==> config.mk <==
export PLATFORM = sky130hd
export DESIGN_NAME = core_seq_ctrl
export DESIGN_NICKNAME = d
export VERILOG_FILES = /design/src/rtl/core_seq_ctrl_pkg.sv /design/src/rtl/core_seq_watchdog.sv /design/src/rtl/core_seq_ctrl.sv
export SDC_FILE = /design/constraint.sdc
export NUM_CORES = 1
export LEC_CHECK = 0
export ABC_AREA = 0
export CAP_MARGIN = 20
export CORE_MARGIN = 2
export CORE_UTILIZATION = 46
export CTS_CLUSTER_SIZE = 25
export DETAILED_ROUTE_END_ITERATION = 6
export PLACE_DENSITY = 0.92
export SYNTH_ARGS = -nofsm -noshare
export SYNTH_HDL_FRONTEND = slang
export SYNTH_SLANG_ARGS = --single-unit
==> constraint.sdc <==
create_clock -name clock -period 3.32 [get_ports clock]
set_input_delay 0.332 -clock clock [delete_from_list [all_inputs] [get_ports clock]]
set_output_delay 0.332 -clock clock [all_outputs]
set_load 0.005 [all_outputs]
==> src/rtl/core_seq_ctrl_pkg.sv <==
// core_seq_ctrl_pkg
//   Shared definitions for the core sequencer: state encodings, halt-cause
//   codes, the ebreak instruction word and default parameter values.
//   Imported by core_seq_ctrl and core_seq_watchdog.
//   Optional feature macro used by the top level: CORE_SEQ_PERF_CNT_EN.
package core_seq_ctrl_pkg;

  // Encodings are visible on state_out, so the values are fixed.
  typedef enum logic [2:0] {
    ST_IDLE   = 3'd0,
    ST_FETCH  = 3'd1,
    ST_DECODE = 3'd2,
    ST_EXEC   = 3'd3,
    ST_COMMIT = 3'd4,
    ST_HALT   = 3'd5
  } seq_state_e;

  typedef enum logic [1:0] {
    CAUSE_EBREAK    = 2'd0,
    CAUSE_FETCH_ERR = 2'd1,
    CAUSE_LSU_ERR   = 2'd2,
    CAUSE_TIMEOUT   = 2'd3
  } halt_cause_e;

  localparam logic [31:0] EBREAK_INST            = 32'h0010_0073;
  localparam logic [31:0] RESET_PC_DEFAULT       = 32'h3000_0000;
  localparam int          TIMEOUT_CYCLES_DEFAULT = 4096;
  localparam int          WDT_W_DEFAULT          = 16;

endpackage

==> src/rtl/core_seq_watchdog.sv <==
// core_seq_watchdog
//   Per-stage cycle counter. Counts while enable is high, clears on clear
//   (any sequencer state change) and saturates at all-ones instead of
//   wrapping. expired is high during the TIMEOUT_CYCLES-th consecutive
//   enabled cycle of a stage, so a stage that has not completed by the end of
//   that cycle is stopped exactly TIMEOUT_CYCLES cycles after it was entered.
//   TIMEOUT_CYCLES = 0 disables expiry. Requires TIMEOUT_CYCLES < 2**WDT_W.
//
// Ports:
//   clock   in   core clock
//   reset   in   synchronous, active-high
//   clear   in   restart counting from zero
//   enable  in   count this cycle
//   expired out  stage time budget used up in this cycle
module core_seq_watchdog
  import core_seq_ctrl_pkg::*;
#(
  parameter int TIMEOUT_CYCLES = TIMEOUT_CYCLES_DEFAULT,
  parameter int WDT_W          = WDT_W_DEFAULT
) (
  input  logic clock,
  input  logic reset,
  input  logic clear,
  input  logic enable,
  output logic expired
);

  // Count value seen during the last allowed cycle of a stage.
  localparam logic [WDT_W-1:0] LIMIT =
    (TIMEOUT_CYCLES > 0) ? WDT_W'(TIMEOUT_CYCLES - 1) : '0;
  localparam logic [WDT_W-1:0] SAT   = '1;

  logic [WDT_W-1:0] count;

  always_ff @(posedge clock) begin
    if (reset || clear) begin
      count <= '0;
    end else if (enable && (count != SAT)) begin
      count <= count + 1'b1;
    end
  end

  assign expired = (TIMEOUT_CYCLES > 0) && enable && (count >= LIMIT);

endmodule

==> src/rtl/core_seq_ctrl.sv <==
// core_seq_ctrl
//   Multi-cycle sequencer for the single-issue core. Owns the architectural
//   PC and walks each instruction through IDLE -> FETCH -> DECODE -> EXEC ->
//   COMMIT -> FETCH ... Stops in HALT (sticky until reset) on ebreak commit,
//   fetch error, LSU error or stage timeout.
//
// Handshakes: ifu_fire, idu_fire and pc_valid are single-cycle completion
//   events; each is acted on only in its own state (FETCH, DECODE, EXEC
//   respectively) and ignored anywhere else. pc_ready is high for every EXEC
//   cycle, so a commit is accepted in the cycle pc_valid && pc_ready. COMMIT
//   always holds pc_ready low for one cycle between instructions.
//
// Ports:
//   clock, reset           core clock, synchronous active-high reset
//   ifu_start  out         one-cycle pulse on FETCH entry
//   ifu_pc     out [31:0]  architectural PC
//   ifu_fire, ifu_err in   fetch done / fetch error (err qualified by fire)
//   idu_fire, idu_is_ebreak in  decode done / decoded ebreak
//   pc_valid, next_pc in   EXU commit request and next PC
//   pc_ready   out         commit accepted while high
//   lsu_err    in          LSU bus error (EXEC only)
//   a0         in  [31:0]  x10, captured as exit code at ebreak commit
//   halt, halt_cause, exit_code out  halt status for the harness
//   state_out  out [2:0]   current state encoding
//   perf_cycle/perf_instret/perf_memstall out  only with CORE_SEQ_PERF_CNT_EN
module core_seq_ctrl
  import core_seq_ctrl_pkg::*;
#(
  parameter logic [31:0] RESET_PC       = RESET_PC_DEFAULT,
  parameter int          TIMEOUT_CYCLES = TIMEOUT_CYCLES_DEFAULT,
  parameter int          WDT_W          = WDT_W_DEFAULT
) (
  input  logic        clock,
  input  logic        reset,
  output logic        ifu_start,
  output logic [31:0] ifu_pc,
  input  logic        ifu_fire,
  input  logic        ifu_err,
  input  logic        idu_fire,
  input  logic        idu_is_ebreak,
  input  logic        pc_valid,
  input  logic [31:0] next_pc,
  output logic        pc_ready,
  input  logic        lsu_err,
  input  logic [31:0] a0,
  output logic        halt,
  output logic [1:0]  halt_cause,
  output logic [31:0] exit_code,
  output logic [2:0]  state_out
`ifdef CORE_SEQ_PERF_CNT_EN
  ,
  output logic [63:0] perf_cycle,
  output logic [63:0] perf_instret,
  output logic [31:0] perf_memstall
`endif
);

  seq_state_e  state, state_nxt;
  logic [31:0] pc, pc_nxt;
  logic        pend_ebreak, pend_ebreak_nxt;
  halt_cause_e cause_q, cause_nxt;
  logic [31:0] exit_q, exit_nxt;
  logic        wdt_expired;
  logic        wdt_enable;
  logic        wdt_clear;

  assign wdt_enable = (state == ST_FETCH) || (state == ST_DECODE) ||
                      (state == ST_EXEC);
  assign wdt_clear  = (state_nxt != state);

  core_seq_watchdog #(
    .TIMEOUT_CYCLES (TIMEOUT_CYCLES),
    .WDT_W          (WDT_W)
  ) u_wdt (
    .clock   (clock),
    .reset   (reset),
    .clear   (wdt_clear),
    .enable  (wdt_enable),
    .expired (wdt_expired)
  );

  // Next-state logic. Within a stage the completing event always beats the
  // watchdog; in EXEC an LSU error beats a same-cycle commit.
  always_comb begin
    state_nxt       = state;
    pc_nxt          = pc;
    pend_ebreak_nxt = pend_ebreak;
    cause_nxt       = cause_q;
    exit_nxt        = exit_q;
    case (state)
      ST_IDLE: begin
        state_nxt = ST_FETCH;
      end
      ST_FETCH: begin
        if (ifu_fire) begin
          if (ifu_err) begin
            state_nxt = ST_HALT;
            cause_nxt = CAUSE_FETCH_ERR;
          end else begin
            state_nxt = ST_DECODE;
          end
        end else if (wdt_expired) begin
          state_nxt = ST_HALT;
          cause_nxt = CAUSE_TIMEOUT;
        end
      end
      ST_DECODE: begin
        if (idu_fire) begin
          state_nxt       = ST_EXEC;
          pend_ebreak_nxt = idu_is_ebreak;
        end else if (wdt_expired) begin
          state_nxt = ST_HALT;
          cause_nxt = CAUSE_TIMEOUT;
        end
      end
      ST_EXEC: begin
        if (lsu_err) begin
          state_nxt = ST_HALT;
          cause_nxt = CAUSE_LSU_ERR;
        end else if (pc_valid) begin
          if (pend_ebreak) begin
            // pc keeps the ebreak address for the harness.
            state_nxt = ST_HALT;
            cause_nxt = CAUSE_EBREAK;
            exit_nxt  = a0;
          end else begin
            state_nxt = ST_COMMIT;
            pc_nxt    = next_pc;
          end
        end else if (wdt_expired) begin
          state_nxt = ST_HALT;
          cause_nxt = CAUSE_TIMEOUT;
        end
      end
      ST_COMMIT: begin
        state_nxt = ST_FETCH;
      end
      ST_HALT: begin
        state_nxt = ST_HALT;
      end
      default: begin
        state_nxt = ST_IDLE;
      end
    endcase
  end

  always_ff @(posedge clock) begin
    if (reset) begin
      state       <= ST_IDLE;
      pc          <= RESET_PC;
      ifu_start   <= 1'b0;
      pend_ebreak <= 1'b0;
      cause_q     <= CAUSE_EBREAK;
      exit_q      <= '0;
    end else begin
      state       <= state_nxt;
      pc          <= pc_nxt;
      // Registered pulse: high only in the first cycle of a FETCH visit.
      ifu_start   <= (state_nxt == ST_FETCH) && (state != ST_FETCH);
      pend_ebreak <= pend_ebreak_nxt;
      cause_q     <= cause_nxt;
      exit_q      <= exit_nxt;
    end
  end

  assign ifu_pc     = pc;
  assign pc_ready   = (state == ST_EXEC);
  assign halt       = (state == ST_HALT);
  assign halt_cause = cause_q;
  assign exit_code  = exit_q;
  assign state_out  = state;

`ifdef CORE_SEQ_PERF_CNT_EN
  // An accepted commit includes the ebreak commit but not one killed by lsu_err.
  logic commit_accept;
  assign commit_accept = (state == ST_EXEC) && pc_valid && !lsu_err;

  always_ff @(posedge clock) begin
    if (reset) begin
      perf_cycle    <= '0;
      perf_instret  <= '0;
      perf_memstall <= '0;
    end else begin
      if ((state != ST_IDLE) && (state != ST_HALT)) begin
        perf_cycle <= perf_cycle + 64'd1;
      end
      if (commit_accept) begin
        perf_instret <= perf_instret + 64'd1;
      end
      if ((state == ST_EXEC) && !pc_valid) begin
        perf_memstall <= perf_memstall + 32'd1;
      end
    end
  end
`endif

endmodule

Word level (Yosys, flattened, before mapping) --
Index checks and enable logic that the tools add are counted.
Operators by class: $add $sub $neg 1, $mul 0, divide/modulo/power cells 0, order comparisons 1, equality and inequality tests 12, shift-type cells 0, multiplexer cells 16, bitwise operators 2, reduce and logical (&&, ||, !) cells 13
Operator list (count):
- two-way mux 3 bit | 6
- adder 16 x 1 -> 16 bit (second input constant) | 1
- greater-or-equal comparator 16 x 12 -> 1 bit (second input constant) | 1
- != test 16 bit (second input constant) | 1
- one-hot mux 3 bit (5 select lines) | 1
- two-way mux 2 bit | 7
- AND reduction 4 bit | 3
- equality test 3 x 1 -> 1 bit (second input constant) | 2
- equality test 3 x 2 -> 1 bit (second input constant) | 2
- equality test 3 bit (second input constant) | 2
- one-hot mux 2 bit (3 select lines) | 1
- != test 4 x 2 -> 1 bit (second input constant) | 1
- logical AND 1 bit | 3
- logical NOT 3 bit | 1
- logical OR 1 bit | 3
- != test 3 x 1 -> 1 bit (second input constant) | 1
- != test 3 bit | 1
- != test 3 bit (second input constant) | 1
- nonzero test 3 bit | 1
- != test 2 bit (second input constant) | 1
- inverter 1 bit | 2
- AND reduction 2 bit | 1
- OR reduction 2 bit | 1
- two-way mux 1 bit | 1
Storage, ports and cells: bits in registers 87, latch bits 0, RAM bits 0, memory bits (read-only) 0, bits of input ports 72, output and inout port bits 72, logic and storage cells 52, memories 0

Depth between registers and ports, before layout --
word-level depth 10, gate-level depth with buffers 8, mapped depth without buffers 6

Hierarchy --
From an unflattened synthesis, not the netlist that was laid out.
Unflattened totals: cell total of the unflattened synthesis 446, area total of the unflattened synthesis 3624.7 µm²
Modules (own cells, without submodules):
- core_seq_ctrl | times used 1, cells each 339, area each 2700.1 µm², seq. area each 1421.4 µm²
- core_seq_watchdog | times used 1, cells each 107, area each 924.6 µm², seq. area each 320.3 µm²

Worst setup path before layout --
OpenSTA, ideal clock, no wires.
path kind register -> register, start point reg u_wdt.count[12], end point reg u_wdt.count[15], library setup time 0.064 ns, arrival 2.210 ns, required time 3.256 ns, path slack 1.046 ns, stages on the path, launching flop included 7, path buffers 1, period minus slack after synthesis 2.274 ns, cells stage by stage dfxtp_1 > or4_4 > o32a_1 > a211o_1 > a2111o_1 > buf_6 > nor2_1
Between the ends: cells in the longest elaborated chain, start to end 8, elaborated cells between the ends (all ways) 13, classes of those cells 1 x add/sub; 1 x order compare; 2 x eq/ne; 6 x mux; 3 x reduce/logical
RTL lines:
- start: declaration | RTL line core_seq_watchdog.sv:33 | logic [WDT_W-1:0] count;
- start signal: assignment | RTL line core_seq_watchdog.sv:39 | count <= count + 1'b1;
- greater-or-equal comparator 16 x 12 -> 1 bit | RTL line core_seq_watchdog.sv:43 | assign expired = (TIMEOUT_CYCLES > 0) && enable && (count >= LIMIT);
- logical AND 1 bit | RTL line core_seq_watchdog.sv:43
- two-way mux 3 bit | RTL line core_seq_ctrl.sv:102, core_seq_ctrl.sv:111, core_seq_ctrl.sv:130
- two-way mux 3 bit | RTL line core_seq_ctrl.sv:120 | end else if (pc_valid) begin
- two-way mux 3 bit | RTL line core_seq_ctrl.sv:117 | if (lsu_err) begin
- one-hot mux 3 bit (5 select lines) | RTL line core_seq_ctrl.sv:90 | case (state)
- != test 3 bit | RTL line core_seq_ctrl.sv:69 | assign wdt_clear = (state_nxt != state);
- logical OR 1 bit | RTL line core_seq_watchdog.sv:36 | if (reset || clear) begin
Several ways; a longest one is shown, not always the timed one. A chain may end at the register's enable or synchronous reset.

Worst setup path after layout --
start point reg u_wdt.count[12], end point reg u_wdt.count[1]
Same word-level chain as after synthesis.

==> impl_metrics.env <==
export IMPL_outcome="complete, no violations"
export IMPL_crit_path_end_kind="register"
export IMPL_dpl_worst_slack_ns=0.752
export IMPL_io_buffers=143
export IMPL_clk_pin_slew_ns=0.08
export IMPL_crit_fanout=16
export IMPL_worstMarginPinSlew_ns=1.01
export IMPL_syn_inst=441
export IMPL_worstPathArrival_ns=2.71
export IMPL_num_vias=3549
export IMPL_critical_path_required_ns=3.60
export IMPL_ant_nets=0
export IMPL_dr_first_iter_drc_count=156
export IMPL_grt_first_pass_wirelength_um=16900
export IMPL_dieArea_um2=8260
export IMPL_synthesis_area_um2=3470
export IMPL_postSynthAreaPerCell_um2=7.87
export IMPL_async_reset_ff_share_pct=0
export IMPL_startpoint_type="register"
export IMPL_clock_sinks=87
export IMPL_die_y_um=90.9
export IMPL_place_area_um2=4940
export IMPL_fin_crit_sh_pct=73.2
export IMPL_cts_buffer_depth=2
export IMPL_cts_tree="yes"
export IMPL_slowest_delay_ns=0.62
export IMPL_coreArea_um2=7290
export IMPL_path_class="register to register"
export IMPL_nNetsFinal=644
export IMPL_yosys_warnings=0
export IMPL_synth_fp_nets=514
export IMPL_path_cells="or4_4 > o32a_1 > a211o_1 > a2111o_1 > a21oi_1"
export IMPL_grt_overflow_total=0
export IMPL_cts_buffers=9
export IMPL_maxCapViolCount=0
export IMPL_synthDistinctLibCells=40
export IMPL_setup_tns_ns=0
export IMPL_power_leakage_nw=1.74
export IMPL_timing_fmax_mhz=411
export IMPL_grt_max_degree=46
export IMPL_clk_latency_ns=0.35
export IMPL_ctsResizeCount=0
export IMPL_initial_core_util_pct=47.6
export IMPL_synthFlopType="dfxtp_1"
export IMPL_grt_pass1_vias=3503
export IMPL_rsz0062_at_grt="false"
export IMPL_hold_violations=0
export IMPL_area_delta_synth_final_pct=49.8
export IMPL_seq_area_frac_synth_pct=50.2
export IMPL_maxSlewViolCount=0
export IMPL_relSlewSlack_pct=33.0
export IMPL_wirelength_um=10300
export IMPL_ys_ff_latch=87
export IMPL_fin_area_um2=5200
export IMPL_vdd_drop_max_mv=0.286
export IMPL_antenna_cells=0
export IMPL_dpl_hpwl_um=7400
export IMPL_min_path_type="input port to register"
export IMPL_hold_buffers=0
export IMPL_first_pass_iters=5
export IMPL_cts_setup_buffers=0
export IMPL_fin_crit_ns=2.43
export IMPL_antenna_found_initial=0
export IMPL_synth_edff_count=0
export IMPL_h_tree_depth=3
export IMPL_avgViaCountPerCell=5.26
export IMPL_p_per_area_nw_per_um2=398
export IMPL_drive_above_1_share_pct=4.34
export IMPL_io_pins=144
export IMPL_wire_per_inst_um=15.3
export IMPL_rows=31
export IMPL_cts_root_buf="clkbuf_8"
export IMPL_drc=0
export IMPL_gp_congestion=0.848
export IMPL_chipWidth_um=90.9
export IMPL_setup_viol=0
export IMPL_grt_usage_pct=25.1
export IMPL_setup_slack_ns=0.889
export IMPL_fin_skew_ns=0.0113
export IMPL_cpMaxStageDelayCell="a2111o_1"
final timing paths:
kind / cells past startpoint / from / to / slack, ns
max: 5 / u_wdt.count[12] / u_wdt.count[1] / 0.89
min: 2 / reset / state_out[2] / 0.44
max reg2reg: 5 / u_wdt.count[12] / u_wdt.count[1] / 0.89
min reg2reg: 2 / ifu_pc[13] / ifu_pc[13] / 0.46
layout make-up:
cell class	instances	area, um^2
timing repair buffer	148	1480
clock inverter	4	76.3
fill	553	2090
clock buffer	12	155
inverter	3	11.3
multi-input combinational	322	1610
sequential	87	1740
tap	99	124
per-layer routing:
layer	share of wire, %	global-route usage (%)	vias up
met5	0	0	-
met4	2.1	9.47	0
met3	7.6	6.68	20
met2	52	45.3	145
met1	39	28.2	1649
li1	-	-	1735
through the flow:
stage               hold slack, ns  power [W]  cells  util (%)
floorplan                    0.452    0.00114    441         -
global placement             0.441    0.00125    658      67.8
detailed placement           0.446    0.00125    658      67.8
CTS                          0.425    0.00208    674      70.9
global route                 0.445    0.00213    675      71.3
finish                       0.440    0.00207    675      71.3
synthesized netlist by cell type, types with 2 or more instances:
master    instances  share of area, %
o21ai_0           2              0.29
a21oi_1          72                10
nor4_1            3              0.54
nand2_1         137                15
o32a_1            2              0.58
nor3b_1           3              0.65
or3_1             2              0.36
clkbuf_1         26               2.8
nor3_1           14               2.0
nand3_1           8               1.2
and3_1            5              0.90
buf_1             2              0.22
mux2i_1           3              0.86
nand3b_1          3              0.65
a211oi_1          2              0.43
dfxtp_1          87                50
xnor2_1          14               3.5
and4_1            4               1.0
a31oi_1           2              0.36
nand2b_1          3              0.54
nand4_1           2              0.36
a21boi_0          2              0.43
nor2_1           24               2.6
inv_1             3              0.32
flip-flops by register name, indices dropped and copies added, names as in the netlist:
name / cells
exit_code: 32
ifu_pc: 32
u_wdt.count: 16
state_out: 3
halt_cause: 2
ifu_start: 1
pend_ebreak: 1
logic make-up after synthesis:
kind of cell / Yosys count / share of synthesized area, %
and+or+nand+nor: 213 / 26.7
AOI/OAI and AO/OA: 91 / 14.7
DFF: 87 / 50.2
buffers and inverters: 32 / 3.68
xor gates and xnor gates: 14 / 3.53
muxes: 3 / 0.865
adders and majority gates: 1 / 0.360
critical path, delay by kind of cell, from the launching register on:
kind | cells | cell delay [ns]
DFF | 1 | 0.36
AOI/OAI and AO/OA | 4 | 1.48
and+or+nand+nor | 1 | 0.53
cell usage in the layout (no fill, tap or decap), types with 3 or more instances in the layout:
| cell type | netlist | final |
|---|---|---|
| a21oi_1 | 72 | 72 |
| and3_1 | 5 | 5 |
| and4_1 | 4 | 4 |
| buf_4 | 0 | 4 |
| clkbuf_8 | 0 | 11 |
| clkdlybuf4s50_1 | 0 | 142 |
| dfxtp_1 | 87 | 87 |
| inv_1 | 3 | 3 |
| mux2i_1 | 3 | 3 |
| nand2_1 | 137 | 137 |
| nand2b_1 | 3 | 3 |
| nand3_1 | 8 | 8 |
| nand3b_1 | 3 | 3 |
| nor2_1 | 24 | 24 |
| nor3_1 | 14 | 13 |
| nor3b_1 | 3 | 3 |
| nor4_1 | 3 | 3 |
| xnor2_1 | 14 | 14 |
report_power, final:
part	switching, W	internal [W]	leakage, nW
combinational	0.0000611	0.000105	0.923
clock	0.000372	0.000468	0.113
sequential	0.0000119	0.00105	0.702
(Power assumes the default switching activity.)
==> RTL change 1 (same flow settings) <==
Change the package constant `WDT_W_DEFAULT` from 16 to 18.
--- a/src/rtl/core_seq_ctrl_pkg.sv
+++ b/src/rtl/core_seq_ctrl_pkg.sv
@@ -25,7 +25,7 @@
   localparam logic [31:0] EBREAK_INST            = 32'h0010_0073;
   localparam logic [31:0] RESET_PC_DEFAULT       = 32'h3000_0000;
   localparam int          TIMEOUT_CYCLES_DEFAULT = 4096;
-  localparam int          WDT_W_DEFAULT          = 16;
+  localparam int          WDT_W_DEFAULT          = 18;
 
 endpackage
 
Behaviour: no difference found for any inputs over 10 cycles, from zero or initial values and one cycle with reset high; that may be too few to reach the edited logic, so the function may still have changed.
==> RTL change 1 against the original RTL <==
  * Area after synthesis grew 3.7%
  * Synthesized cell count grew 0.68%
  * Die area grew 3.5%
  * Final area grew 0.96%
  * Worst setup slack gained 0.0039 ns
  * Routed wire length shrank 6.7%
  * Clock power shrank 14%
  * Sequential cell count grew 2
  * Combinational power grew 6%
  * Sequential share of layout area grew 0.44 points
  * Total power shrank 4.0%
  * Count of clock-buffer cells in the layout shrank 3
  * Largest power group unchanged
  * Highest routed layer unchanged
==> RTL change 1: results (changes against the original RTL) <==
Iteration-0 DRC Markers - 201 (was 156)
Max-slew headroom - 34.63% (was 32.97%)
Total GRT Usage - 22.96% (was 25.13%)
ys async rst share - 0% (unchanged)
Leakage - 1.779 nW (was 1.738 nW)
Peak supply drop - 242.6 µV (was 286.4 µV)
met3 usage - 5.126% (was 6.678%)
hold path endpoint - exit_code[27]$_SDFFE_PP0P_ (was state_out[2]$_SDFF_PP0_)
Worst Path Max Fanout - 32 (was 16)
dpl cell area - 0.005059 mm² (was 0.004941 mm²)
final worst hold slack - 0.4426 ns (was 0.4405 ns)
status - finished, final reports clean (unchanged)
first-pass GRT wire length - 15930 µm (was 16910 µm)
Seq/Total Area, Yosys - 49.50% (was 50.16%)
routed wire length - 9650 µm (was 10340 µm)
Worst EP arrival - 2.63 ns (was 2.71 ns)
worst hold stages - 2 (unchanged)
Post-Syn Nets - 517 (was 514)
cell area after layout - 0.005250 mm² (was 0.005200 mm²)
clk_skew - 0.01129 ns (was 0.01134 ns)
vias in the first global route - 3538 (was 3503)
count of different cell masters after synthesis - 52 (was 40)
top cells by count, synth - nand2_1 (135), dfxtp_1 (89), a21oi_1 (72) (was nand2_1 (137), dfxtp_1 (87), a21oi_1 (72))
pin count of the biggest net entering global routing - 48 (was 46)
DPL Wire Length - 6945 µm (was 7397 µm)
# nets final - 648 (was 644)
layout cells sized above 1 - 6.563% (was 4.340%)
met2 GRT Util - 40.15% (was 45.34%)
first-pass detailed-route iteration total - 4 (was 5)
RD Place Congestion - 0.8554 (was 0.8482)
Via density - 5.264 (was 5.258)
met1 GRT Util - 26.93% (was 28.23%)
# fillers - 615 (was 553)
Setup crit end - exit_code[15]$_SDFFE_PP0P_ (was u_wdt.count[1]$_SDFFE_PP0P_)
## RTL change 1: worst max-delay path: stages (launching register included)
cell	delay [ns]
dfxtp_1	0.69
nand3b_1	0.30
nor3b_2	0.32
nand2_1	0.61
nand2_1	0.25
a21oi_1	0.12
## RTL change 1: routing by layer
layer  up-vias  wire length [µm]
met5         -                 0
met4         0               235
met3        19               671
met2       130              4787
met1      1676              3956
li1       1760                 -
## RTL change 1: final cells by class
type                            instances  share of cell area, %
Sequential cell                        89                  33.94
Multi-Input combinational cell        324                  31.96
Timing Repair Buffer                  147                  27.74
Tap cell                              102                  2.431
Clock buffer                            9                  2.359
Clock inverter                          6                  1.287
Inverter                                4                 0.2860
## RTL change 1: where the power goes
part           total (mW)  leakage [nW]  switching (mW)  internal [mW]
Combinational       0.176         0.970          0.0690          0.107
Clock               0.725        0.0917           0.379          0.346
Sequential           1.08         0.718          0.0111           1.07
Total                1.99          1.78           0.459           1.53
## RTL change 1: stage by stage
stage | worst slack (ns) | cells
finish | 0.8931 | 681
global route | 0.6432 | 681
CTS | 0.9112 | 681
detailed placement | 0.9383 | 666
global placement | 0.9138 | 666
floorplan | 1.606 | 444
## RTL change 1: cell families (layout without fill, tap and decap cells)
kind of cell    after synthesis  in the layout  synth area share (%)
simple gates                209            209                 26.56
compound gates              104            104                 17.14
flops                        89             89                 49.50
buf+inv                      31            166                 3.962
xor+xnor                      8              8                 1.947
mux                           2              2                0.5562
fa+ha+maj                     1              1                0.3475
==> RTL change 2 (same flow settings) <==
Without the edit above. Add a define of `CORE_SEQ_PERF_CNT_EN`.
--- a/src/rtl/core_seq_ctrl.sv
+++ b/src/rtl/core_seq_ctrl.sv
@@ -23,6 +23,8 @@
 //   halt, halt_cause, exit_code out  halt status for the harness
 //   state_out  out [2:0]   current state encoding
 //   perf_cycle/perf_instret/perf_memstall out  only with CORE_SEQ_PERF_CNT_EN
+`define CORE_SEQ_PERF_CNT_EN
+
 module core_seq_ctrl
   import core_seq_ctrl_pkg::*;
 #(
Behaviour (old outputs only; new: perf_cycle, perf_instret and perf_memstall): unchanged (Yosys induction, for registers that start in step).
==> RTL change 2 against the original RTL <==
  * Area after synthesis increased to 3.2 times the old value
  * Sequential power increased to 2.8 times the old value
  * Critical path type unchanged
  * Worst setup slack got worse by 0.35 ns
  * Final area increased to 3.0 times the old value
  * Routed wire length increased to 3.2 times the old value
  * Total power increased to 3.1 times the old value
  * Sequential cell count increased by 160
==> RTL change 2: results (changes against the original RTL) <==
wire length per cell - 16.77 µm (was 15.32 µm)
Post-Synth Adder-Cell Area - 0.4477% (was 0.3604%)
Tightest Pin Transition - 1.059 ns (was 1.005 ns)
RD Place Congestion - 0.9024 (was 0.8482)
vias in the first global route - 10780 (was 3503)
final worst hold slack - 0.2213 ns (was 0.4405 ns)
first-pass GRT wire length - 53270 µm (was 16910 µm)
cells taking the most area after synthesis - dfxtp_1 (44%), a21oi_1 (6.9%), nand2_1 (6.7%) (was dfxtp_1 (50%), nand2_1 (15%), a21oi_1 (10%))
DPL Wire Length - 23010 µm (was 7397 µm)
count of different cell masters after synthesis - 60 (was 40)
top cells by count, synth - dfxtp_1 (247), nand2_1 (199), a21oi_1 (155) (was nand2_1 (137), dfxtp_1 (87), a21oi_1 (72))
met2 GRT Util - 43.11% (was 45.34%)
DR WL met2 - 16570 µm (was 5326 µm)
comb pwr - 0.305 mW (was 0.166 mW)
start point of the critical path - state_out[1]$_SDFF_PP0_ (was u_wdt.count[12]$_SDFFE_PP0P_)
# fillers - 1932 (was 553)
Clock Latency Late Sink - 0.53 ns (was 0.35 ns)
Post-Syn Nets - 1450 (was 514)
status - finished, final reports clean (unchanged)
clk_skew - 0.01625 ns (was 0.01134 ns)
CTS H-tree lvls - 1 (was 3)
Synth Area in XOR/XNOR - 6.179% (was 3.532%)
Leakage - 4.892 nW (was 1.738 nW)
pin count of the biggest net entering global routing - 74 (was 46)
total CTS buffers - 27 (was 9)
-- RTL change 2: cell types whose count changed in the layout (fill, tap and decap cells not counted), sizes merged, moves of 53 or more --
cell	unedited run	this run
nand4	2	55
clkdlybuf4s50	142	302
nor2	24	113
nand3	8	65
nand2	137	199
a21oi	72	155
dfxtp	87	247
-- RTL change 2: critical path, stage by stage, from the launching register on --
cell and delay [ns]:
dfxtp_1 0.68, nand4b_2 0.38, nor3_2 0.44, nand3_1 0.44, or4_1 0.60, a21oi_1 0.16
-- RTL change 2: area by class of cell --
cell class / instances / share of cell area, %
Timing Repair Buffer: 329 / 21.14
Sequential cell: 247 / 31.93
Tap cell: 324 / 2.618
Multi-Input combinational cell: 1018 / 37.46
Inverter: 29 / 0.7029
Clock inverter: 14 / 0.9856
Clock buffer: 36 / 5.162
